### src/rtl/mips_mem_pkg.sv
// Shared definitions for the MEM pipeline stage.
// Contents: data width, access-size encodings, MEM FSM state type and a
// helper that flags naturally misaligned half/word addresses.
package mips_mem_pkg;

  localparam int unsigned DATA_W = 32;

  // Access-size encodings carried on mem_size_in; 2'b11 is treated as a word.
  localparam logic [1:0] SZ_BYTE = 2'b00;
  localparam logic [1:0] SZ_HALF = 2'b01;
  localparam logic [1:0] SZ_WORD = 2'b10;

  typedef enum logic [1:0] {
    StIdle = 2'b00,
    StWait = 2'b01,
    StDone = 2'b10
  } mem_state_e;

  // True for a half access on an odd byte or a word access off a word boundary.
  function automatic logic is_misaligned(input logic [1:0] size, input logic [1:0] addr_lo);
    logic mis;
    mis = 1'b0;
    if (size == SZ_HALF) begin
      mis = addr_lo[0];
    end else if (size != SZ_BYTE) begin
      mis = (addr_lo != 2'b00);
    end
    return mis;
  endfunction

endpackage

### src/rtl/mem_lane_align.sv
// Byte-lane steering for the data-memory port (purely combinational).
// Ports:
//   size        in  2   access size (SZ_BYTE/SZ_HALF/SZ_WORD, 2'b11 = word)
//   is_unsigned in  1   zero-extend loads when set
//   addr_lo     in  2   low address bits, selects the lane (little-endian)
//   store_data  in  32  register value to store
//   rdata       in  32  raw word from memory
//   be          out 4   byte enables
//   wdata       out 32  lane-replicated store data
//   load_data   out 32  selected lane, sign/zero extended
module mem_lane_align
  import mips_mem_pkg::*;
(
  input  logic [1:0]        size,
  input  logic              is_unsigned,
  input  logic [1:0]        addr_lo,
  input  logic [DATA_W-1:0] store_data,
  input  logic [DATA_W-1:0] rdata,
  output logic [3:0]        be,
  output logic [DATA_W-1:0] wdata,
  output logic [DATA_W-1:0] load_data
);

  logic [7:0]  byte_v;
  logic [15:0] half_v;

  always_comb begin
    byte_v = rdata[7:0];
    case (addr_lo)
      2'b00:   byte_v = rdata[7:0];
      2'b01:   byte_v = rdata[15:8];
      2'b10:   byte_v = rdata[23:16];
      default: byte_v = rdata[31:24];
    endcase
    // Half lanes use addr[1] only; addr[0] is ignored (truncated address).
    half_v = addr_lo[1] ? rdata[31:16] : rdata[15:0];
  end

  always_comb begin
    be        = 4'b1111;
    wdata     = store_data;
    load_data = rdata;
    case (size)
      SZ_BYTE: begin
        be        = 4'b0001 << addr_lo;
        wdata     = {4{store_data[7:0]}};
        load_data = is_unsigned ? {24'h0, byte_v} : {{24{byte_v[7]}}, byte_v};
      end
      SZ_HALF: begin
        be        = addr_lo[1] ? 4'b1100 : 4'b0011;
        wdata     = {2{store_data[15:0]}};
        load_data = is_unsigned ? {16'h0, half_v} : {{16{half_v[15]}}, half_v};
      end
      default: begin
        be        = 4'b1111;
        wdata     = store_data;
        load_data = rdata;
      end
    endcase
  end

endmodule

### src/rtl/mem_access_stage.sv
// MEM pipeline stage feeding the MEM/WB register.
// Performs loads/stores over a req/ack data-memory port, aligns and extends
// load data, and stalls upstream stages while an access is outstanding.
// Optional feature: define MEM_ALIGN_CHECK_EN to trap misaligned half/word
// accesses (no request issued, misalign_err pulse, writeback suppressed).
// Ports:
//   clock, reset_n                 clock, async active-low reset
//   valid_in .. write_reg_in       EX/MEM bundle
//   dmem_req/we/addr/be/wdata      data-memory request side
//   dmem_rdata, dmem_ack           data-memory response side
//   stall_out                      freeze PC, IF/ID, ID/EX, EX/MEM
//   wb_enable                      MEM/WB enable
//   instr_out .. write_reg_out     writeback bundle
//   bus_error                      one-cycle pulse on ack timeout
//   misalign_err                   (MEM_ALIGN_CHECK_EN only) misalign pulse
module mem_access_stage
  import mips_mem_pkg::*;
#(
  parameter int unsigned TIMEOUT_CYCLES = 64,
  parameter int unsigned CNT_W          = 8
) (
  input  logic              clock,
  input  logic              reset_n,
  input  logic              valid_in,
  input  logic [31:0]       instr_in,
  input  logic              reg_write_in,
  input  logic              mem_to_reg_in,
  input  logic              mem_read_in,
  input  logic              mem_write_in,
  input  logic [1:0]        mem_size_in,
  input  logic              mem_unsigned_in,
  input  logic [DATA_W-1:0] alu_result_in,
  input  logic [DATA_W-1:0] store_data_in,
  input  logic [4:0]        write_reg_in,
  output logic              dmem_req,
  output logic              dmem_we,
  output logic [DATA_W-1:0] dmem_addr,
  output logic [3:0]        dmem_be,
  output logic [DATA_W-1:0] dmem_wdata,
  input  logic [DATA_W-1:0] dmem_rdata,
  input  logic              dmem_ack,
  output logic              stall_out,
  output logic              wb_enable,
  output logic [31:0]       instr_out,
  output logic              reg_write_out,
  output logic              mem_to_reg_out,
  output logic [DATA_W-1:0] output_data,
  output logic [DATA_W-1:0] alu_result_out,
  output logic [4:0]        write_reg_out,
  output logic              bus_error
`ifdef MEM_ALIGN_CHECK_EN
  ,
  output logic              misalign_err
`endif
);

  localparam logic [CNT_W-1:0] TimeoutCnt = CNT_W'(TIMEOUT_CYCLES);

  mem_state_e        state_q, state_d;
  logic [CNT_W-1:0]  cnt_q, cnt_d, cnt_inc;
  logic [DATA_W-1:0] rdata_q, rdata_d;
  logic              kill_q, kill_d;     // suppress register write in DONE
  logic              bus_err_q, bus_err_d;
  logic              req, stall, wb_en;
  logic              mem_op, misalign;
  logic [3:0]        lane_be;
  logic [DATA_W-1:0] lane_wdata, lane_load;

`ifdef MEM_ALIGN_CHECK_EN
  logic mis_q, mis_d;
  assign misalign = is_misaligned(mem_size_in, alu_result_in[1:0]);
`else
  assign misalign = 1'b0;
`endif

  assign mem_op  = mem_read_in | mem_write_in;
  assign cnt_inc = cnt_q + CNT_W'(1);

  mem_lane_align u_lane_align (
    .size        (mem_size_in),
    .is_unsigned (mem_unsigned_in),
    .addr_lo     (alu_result_in[1:0]),
    .store_data  (store_data_in),
    .rdata       (dmem_rdata),
    .be          (lane_be),
    .wdata       (lane_wdata),
    .load_data   (lane_load)
  );

  always_comb begin
    state_d   = state_q;
    cnt_d     = cnt_q;
    rdata_d   = rdata_q;
    kill_d    = kill_q;
    bus_err_d = 1'b0;
`ifdef MEM_ALIGN_CHECK_EN
    mis_d     = 1'b0;
`endif
    req       = 1'b0;
    stall     = 1'b0;
    wb_en     = 1'b0;
    unique case (state_q)
      StIdle: begin
        cnt_d  = '0;
        kill_d = 1'b0;
        if (valid_in) begin
          if (!mem_op) begin
            wb_en = 1'b1;
          end else if (misalign) begin
            // Trap without touching memory; hold the slot one cycle then retire.
            stall   = 1'b1;
            state_d = StDone;
            kill_d  = 1'b1;
            rdata_d = '0;
`ifdef MEM_ALIGN_CHECK_EN
            mis_d   = 1'b1;
`endif
          end else begin
            req   = 1'b1;
            stall = 1'b1;
            if (dmem_ack) begin
              state_d = StDone;
              rdata_d = mem_read_in ? lane_load : '0;
            end else begin
              state_d = StWait;
            end
          end
        end
      end
      StWait: begin
        // dmem_* stay stable: they derive from EX/MEM, which is frozen by stall.
        req   = 1'b1;
        stall = 1'b1;
        cnt_d = cnt_inc;
        if (dmem_ack) begin
          state_d = StDone;
          rdata_d = mem_read_in ? lane_load : '0;
        end else if ((TIMEOUT_CYCLES != 0) && (cnt_inc == TimeoutCnt)) begin
          state_d   = StDone;
          kill_d    = 1'b1;
          bus_err_d = 1'b1;
          rdata_d   = '0;
        end
      end
      StDone: begin
        wb_en   = 1'b1;
        state_d = StIdle;
      end
      default: begin
        state_d = StIdle;
      end
    endcase
  end

  always_ff @(posedge clock or negedge reset_n) begin
    if (!reset_n) begin
      state_q   <= StIdle;
      cnt_q     <= '0;
      rdata_q   <= '0;
      kill_q    <= 1'b0;
      bus_err_q <= 1'b0;
    end else begin
      state_q   <= state_d;
      cnt_q     <= cnt_d;
      rdata_q   <= rdata_d;
      kill_q    <= kill_d;
      bus_err_q <= bus_err_d;
    end
  end

`ifdef MEM_ALIGN_CHECK_EN
  always_ff @(posedge clock or negedge reset_n) begin
    if (!reset_n) begin
      mis_q <= 1'b0;
    end else begin
      mis_q <= mis_d;
    end
  end
  assign misalign_err = mis_q;
`endif

  // Gate with reset_n so an asserted reset silences the port and pipeline at once.
  assign dmem_req   = reset_n & req;
  assign stall_out  = reset_n & stall;
  assign wb_enable  = reset_n & wb_en;

  assign dmem_we    = dmem_req & mem_write_in;
  assign dmem_addr  = {alu_result_in[DATA_W-1:2], 2'b00};
  assign dmem_be    = dmem_req ? lane_be : 4'b0000;
  assign dmem_wdata = lane_wdata;

  assign instr_out      = instr_in;
  assign mem_to_reg_out = mem_to_reg_in;
  assign alu_result_out = alu_result_in;
  assign write_reg_out  = write_reg_in;
  assign reg_write_out  = wb_enable & reg_write_in & ~((state_q == StDone) & kill_q);
  assign output_data    = (state_q == StDone) ? rdata_q : '0;
  assign bus_error      = bus_err_q;

endmodule

### config.mk
export PLATFORM = sky130hd
export DESIGN_NAME = mem_access_stage
export DESIGN_NICKNAME = d
export VERILOG_FILES = /design/src/rtl/mips_mem_pkg.sv /design/src/rtl/mem_lane_align.sv /design/src/rtl/mem_access_stage.sv
export SDC_FILE = /design/constraint.sdc
export NUM_CORES = 1
export LEC_CHECK = 0
export CORE_ASPECT_RATIO = 0.6
export CORE_MARGIN = 3
export CORE_UTILIZATION = 37
export CTS_CLUSTER_SIZE = 10
export DETAILED_ROUTE_END_ITERATION = 12
export HOLD_SLACK_MARGIN = 0.08
export PLACE_DENSITY = 0.82
export SYNTH_ARGS = -nofsm -noshare
export SYNTH_HDL_FRONTEND = slang
export SYNTH_HIERARCHICAL = 1
export SYNTH_SLANG_ARGS = --single-unit
export TNS_END_PERCENT = 1
### constraint.sdc
create_clock -name clock -period 5.6 [get_ports clock]
set_clock_uncertainty 0.05 [all_clocks]
set_input_delay 1.68 -clock clock [delete_from_list [all_inputs] [get_ports clock]]
set_output_delay 1.68 -clock clock [all_outputs]
set_load 0.02 [all_outputs]
# == Word level (Yosys, flattened, before mapping) ==
# Cells that the tools add are included.
# W data, S select, Z words.
# classes
n_shift,1
bitwise_logic,8
eq_ne,12
muxes,36
n_addsub,1
reduce_logical,7
# ops
operator,count
$mux W32,9
$pmux W32 S2,3
$pmux W8 S3,1
$mux W16,1
$pmux W8 S2,1
$mux W2,5
$ne A2 B2 Y1 const B,5
$mux W1,9
$add A8 B1 Y8 const B,1
$eq A8 B7 Y1 const B,1
$mux W4,2
$pmux W4 S2,1
$and A1 B1 Y1,6
$eq A2 B1 Y1 const B,3
$logic_not A2 Y1,3
$pmux W1 S2,3
$reduce_and A3 Y1,2
$reduce_and A5 Y1,1
$eq A2 B2 Y1 const B,2
$pmux W2 S2,1
$shl A1 B2 Y4 const A,1
$ne A3 B3 Y1 const B,1
$reduce_bool A2 Y1,1
$not A1 Y1,1
$or A1 B1 Y1,1
# totals
output_inout_bits,176
word_cells,70
regBits,44
input_bits,144

# == Depth between registers and ports, before layout ==
# Gate-level depths: netlist of run 1.
# logic_depth
ltp_word,9
mapped_depth,7
mapped_depth_nobuf,5

# == Modules after synthesis ==
# Netlist of run 1, hierarchy kept.
# modules_own_cells
mod,n_inst,cells_per_inst,seq_area_each_um2,area_each_um2
mem_access_stage,1,371,1101.1,3188.1
mem_lane_align,1,170,0.0,1183.6

# == Worst setup path before layout of run 1 ==
# Ideal clock, no wire load.
# synth_path
path_kind,in2out
start,input mem_read_in
end,output dmem_be[0]
setup_slack_ps,957
required_time_ps,3870
path_buffers,0
path_stages,4
t_arrival_ps,2913
path_cell_list,o21a_1 > nor2_1 > nor3b_1 > and2_1
# synth_between
elab_chain_cells,6
# synth_lines
item,line,source
"start, declared",mem_access_stage.sv:28,"input logic mem_read_in,"
$or A1 B1 Y1,mem_access_stage.sv:76,assign mem_op = mem_read_in | mem_write_in;
$mux W1,mem_access_stage.sv:107,if (!mem_op) begin
$mux W1,mem_access_stage.sv:106,if (valid_in) begin
$pmux W1 S2,mem_access_stage.sv:102,unique case (state_q)
$and A1 B1 Y1,mem_access_stage.sv:183,assign dmem_req = reset_n & req;
via dmem_req,mem_access_stage.sv:35,"output logic dmem_req,"
$mux W4,mem_access_stage.sv:189,assign dmem_be = dmem_req ? lane_be : 4'b0000;
"end, declared",mem_access_stage.sv:38,"output logic [3:0] dmem_be,"
# The timed path passes the listed nets, and every way through them passes these cells.

# == Worst setup path after layout of run 1 ==
# layout_path
start,input mem_read_in
end,output dmem_be[1]
# layout_between
elab_chain_cells,6
# layout_lines
item,line
$or A1 B1 Y1,mem_access_stage.sv:76
$mux W1,mem_access_stage.sv:107
$mux W1,mem_access_stage.sv:106
$pmux W1 S2,mem_access_stage.sv:102
$and A1 B1 Y1,mem_access_stage.sv:183
$mux W4,mem_access_stage.sv:189
# Every way passes these cells.

==> results of run 1 <==
metrics by stage:
stage / instance area, um^2 / hold WS [ns]
6_report: 5340 / 0.470
5_1_grt: 5340 / 0.497
4_1_cts: 5340 / 0.480
3_5_place_dp: 5160 / 0.464
3_3_place_gp: 5160 / 0.452
2_1_floorplan: 4380 / 0.436
worst max path at each step:
stage	slack, ns	startpoint	to	cells past startpoint
floorplan	0.96	mem_read_in	dmem_be[0]	4
global placement	0.21	mem_read_in	dmem_be[1]	7
detailed placement	0.15	mem_read_in	dmem_be[1]	7
CTS	0.13	mem_read_in	dmem_be[1]	7
global route	0.06	mem_read_in	dmem_be[1]	7
finish	0.17	mem_read_in	dmem_be[1]	7
synthesized netlist by cell type (7+ instances only):
cell type	number	share of area
sky130_fd_sc_hd__nor2_1	17	0.015
sky130_fd_sc_hd__o21ai_0	51	0.058
sky130_fd_sc_hd__mux2i_1	14	0.032
sky130_fd_sc_hd__o211ai_1	7	0.012
sky130_fd_sc_hd__inv_1	12	0.010
sky130_fd_sc_hd__clkbuf_1	21	0.018
sky130_fd_sc_hd__mux2_2	19	0.049
sky130_fd_sc_hd__a2bb2oi_1	9	0.018
sky130_fd_sc_hd__a22oi_1	32	0.055
sky130_fd_sc_hd__a21oi_1	31	0.035
sky130_fd_sc_hd__nand2_1	60	0.052
sky130_fd_sc_hd__and2_1	39	0.056
sky130_fd_sc_hd__buf_4	116	0.20
sky130_fd_sc_hd__dfrtp_1	44	0.25
power groups by stage:
stage                     Combinational, mW  Clock (mW)  Sequential, mW
after floorplan                       0.344           0           0.415
after CTS                             0.428       0.360           0.438
after detailed placement              0.426           0           0.442
after global routing                  0.463       0.376           0.449
after global placement                0.414           0           0.440
final                                 0.430       0.355           0.441
critical path, delay by kind of cell:
family                 cells  cell delay, ns
AOI/OAI and AO/OA          1            0.14
and+or+nand+nor            3            0.52
buffers and inverters      3            1.35
state kept, by name, indices dropped and copies added, names as in the netlist:
| register | count |
|---|---|
| cnt_q | 8 |
| bus_error | 1 |
| kill_q | 1 |
| rdata_q | 32 |
| state_q | 2 |
placed cells by master, fill, tap and decap left out, types with 3 or more instances in the layout:
| master | count |
|---|---|
| sky130_fd_sc_hd__nand2_1 | 60 |
| sky130_fd_sc_hd__nand2b_1 | 3 |
| sky130_fd_sc_hd__a22oi_1 | 32 |
| sky130_fd_sc_hd__dfrtp_1 | 44 |
| sky130_fd_sc_hd__a21oi_1 | 31 |
| sky130_fd_sc_hd__o211ai_1 | 7 |
| sky130_fd_sc_hd__a221o_1 | 6 |
| sky130_fd_sc_hd__nor2_1 | 17 |
| sky130_fd_sc_hd__a2bb2oi_1 | 9 |
| sky130_fd_sc_hd__mux2i_1 | 14 |
| sky130_fd_sc_hd__buf_4 | 14 |
| sky130_fd_sc_hd__a22o_1 | 5 |
| sky130_fd_sc_hd__nor3_1 | 4 |
| sky130_fd_sc_hd__o21ai_0 | 51 |
| sky130_fd_sc_hd__mux2_2 | 19 |
| sky130_fd_sc_hd__clkbuf_16 | 5 |
| sky130_fd_sc_hd__o21a_1 | 3 |
| sky130_fd_sc_hd__inv_1 | 12 |
| sky130_fd_sc_hd__and2_1 | 39 |
| sky130_fd_sc_hd__clkdlybuf4s50_1 | 149 |
final cells by class:
class	count	area (um^2)	share of cell area
Sequential cell	44	1100	0.206
Tap cell	160	200	0.0375
Timing Repair Buffer	165	1610	0.301
Multi-Input combinational cell	338	2200	0.413
Clock inverter	2	38.8	0.00727
Clock buffer	6	139	0.0260
Inverter	13	48.8	0.00914
cell families after synthesis:
kind of cell / after synthesis
xor gates and xnor gates: 2
DFF: 44
buffers and inverters: 160
muxes: 35
and+or+nand+nor: 140
adders and majority gates: 1
other: 1
AOI/OAI and AO/OA: 158
metal layers:
metal  wire, um  GRT usage  part of all wire  vias to the layer above
met5         72     0.0462            0.0047                        -
met4        139     0.0415            0.0091                        4
met3       2070      0.123              0.13                       22
met2       6350      0.304              0.41                      315
met1       6700      0.310              0.44                     1955
li1           -          -                 -                     1820
==> run summary, run 1 <==
The run finished with clean final reports. Yosys mapped the design onto 52 distinct sky130hd cell types. For the worst flop-to-flop path, the logic depth is 4. The critical-path maximum fanout is 4, and the proportion of register bits with asynchronous set or reset after synthesis is 1.00.

The count of buffers added by post-CTS timing repair for setup is 0. The final core area utilization came out at 0.468. The multiplexer share of the synthesized area was 0.0922; the worst path required time was 3.87 ns. Pin placement for this block handled 320 I/O pins. At the worst endpoint, the arrival time is 3.70 ns. The largest net degree at the start of global routing was 45.

Counting flops and latches in the post-synthesis netlist gives 44. The number of antenna violations at the first check in global routing came out at 0. Aggregate routed wire length: 15.3 mm. The part of the total power dissipated in sequential elements is 0.359, and the number of sinks on the clock net is 44. The area share of xor/xnor cells in the synthesized design came out at 0.00401. The tree is rooted in a sky130_fd_sc_hd__clkbuf_16. Via total after detailed routing: 4116. The overall routing resource usage was 0.224; the first-pass iteration count of the detailed router was 5. Summed over all cells, the static leakage comes to 2.16 nW. The level count of the clock H-tree was 2. Most common cell type on the critical path: sky130_fd_sc_hd__clkdlybuf4s50_1. Count of nets left with antenna violations after detail routing: 0. The worst setup path is captured at an output port.

Timing would allow up to 184 MHz. The detailed-route DRC error count is 0, and the clock insertion delay at the later pin of the skew report is 0.30 ns. The total of max-cap violations was 0. The type of the setup path with the least slack is primary input to output port. Once the clock tree was built, the resizer swapped 0 gates to a different size. The critical path goes through clkdlybuf4s50_1 > o21a_1 > nor2_1 > nor3b_1 > buf_4 > and2_1 > clkdlybuf4s50_1.

The worst hold path cell count is 1, and the switching power of the nets is 0.416 mW. The overall die height was 90.2 um. Setup repair after global routing left no endpoint under its margin.

The run gives 720 as the placed instance count. The average wire per cell in the routed design was 21.1 um; the fraction of layout cells with a size suffix above 1 was 0.0968. Counting the buffers created by CTS gives 5.

The tools report the endpoint with the worst hold slack as kill_q$_DFFE_PN0P_. The final layout contains 712 nets. The worst register-to-register path ends at rdata_q[11]$_DFFE_PN0P_. The run gives 11.9 mm as the sum of net half-perimeters after detailed placement. At the pin with the least slew margin, the transition time is 1.20 ns. Among all stages on the critical path, the largest delay is contributed by sky130_fd_sc_hd__clkdlybuf4s50_1.

The shortest period the worst path allows works out to 5.43 ns. The number of rows in the core area was 30; the share of synthesized cell area in full adder, half adder and majority cells was 0.00286. After detailed routing, the number of vias per cell comes to 5.65. The number of port buffers was 151; the number of filler instances in the final layout was 1084. After floorplanning, the core was sized to cover 11400 um^2.

The switching power as a share of total power is 0.339. The wire length of the first global-routing pass came out at 23.4 mm. For this run, the leading register cell type out of synthesis is sky130_fd_sc_hd__dfrtp_1.

The worst slew margin relative to its limit is 0.198, and the signed area change from the synthesized netlist to the final layout is 22.1%. The hold path startpoint was kill_q$_DFFE_PN0P_. The final number of max-transition violations was 0; the number of hold buffers added after cts was 0. The final worst-path setup slack was 0.171 ns; the internal power of the cells was 0.810 mW.

Number of setup violations in the final report: 0. The kind of path behind the tightest hold check is register to register. The floorplan die area was 13200 um^2; the number of enable-type register cells in the synthesized netlist was 0.

On the worst path, the slowest cell contributes a delay of 0.61 ns. The via count of the first global-routing pass is 3947. In this run the critical register-to-register path is launched from state_q[1]$_DFFE_PN0P_. The tools report the final weighted congestion of routability-driven global placement as 0.915.

The clock share of power is 0.290. The finished layout holds 728 standard cells, fillers aside. IR analysis of the VDD net gives a maximum drop of 0.130 mV. The kind of start point of the critical path was a primary input. The average size of a mapped cell was 8.08 um^2; the total standard cell area after synthesis was 4370 um^2. The worst setup slack for register-to-register paths is 3.16 ns. The part of the cycle the worst path needs works out to 0.969. By area, the combinational part of the netlist is dominated by buffers and inverters. The hold violation total from the final report is 0, and the total power is 1.23 mW.

Combinational share of power: 0.351. TritonCTS built the clock tree. Power spread over the standard cell area amounts to 230 nW/um^2.

The detailed router finished its first iteration with 513 violations. The effective utilization at floorplan is 0.383, and the overall die width is 146 um. During synthesis, Yosys emitted a total of 6 warnings. The share of synthesized area occupied by flip-flops and latches was 0.252; the diode insertion count for antenna repair was 0. Summed over all failing endpoints, the final setup total negative slack is 0 ns. OpenSTA, run right after detailed placement, puts the worst setup slack at 0.149 ns.

The number of instances in the synthesized netlist is 541. For this run the aggregate overflow at the end of global routing stands at 0. After clock tree synthesis, the clock-pin slew on the worst setup and hold paths is 0.07 ns.

The area fraction in compound gates after synthesis was 0.240; the post-synthesis simple-gate area fraction was 0.161. Maximum count of clock buffers along a single path: 2.
(Power assumes the default switching activity.)
==> run 2: changes to the inputs <==
--- a/config.mk
+++ b/config.mk
@@ -5,6 +5,7 @@
 export SDC_FILE = /design/constraint.sdc
 export NUM_CORES = 1
 export LEC_CHECK = 0
+export ABC_CLOCK_PERIOD_IN_PS = 5600
 export CORE_ASPECT_RATIO = 0.6
 export CORE_MARGIN = 3
 export CORE_UTILIZATION = 37
==> results of run 2 <==
Final layout, timing and power as in run 1 (identical DEF).
==> run 3: changes to the inputs <==
--- a/config.mk
+++ b/config.mk
@@ -9,7 +9,7 @@
 export CORE_ASPECT_RATIO = 0.6
 export CORE_MARGIN = 3
 export CORE_UTILIZATION = 37
-export CTS_CLUSTER_SIZE = 10
+export CTS_CLUSTER_SIZE = 8
 export DETAILED_ROUTE_END_ITERATION = 12
 export HOLD_SLACK_MARGIN = 0.08
 export PLACE_DENSITY = 0.82
==> results of run 3 <==
Final layout, timing and power as in run 1 (identical DEF).
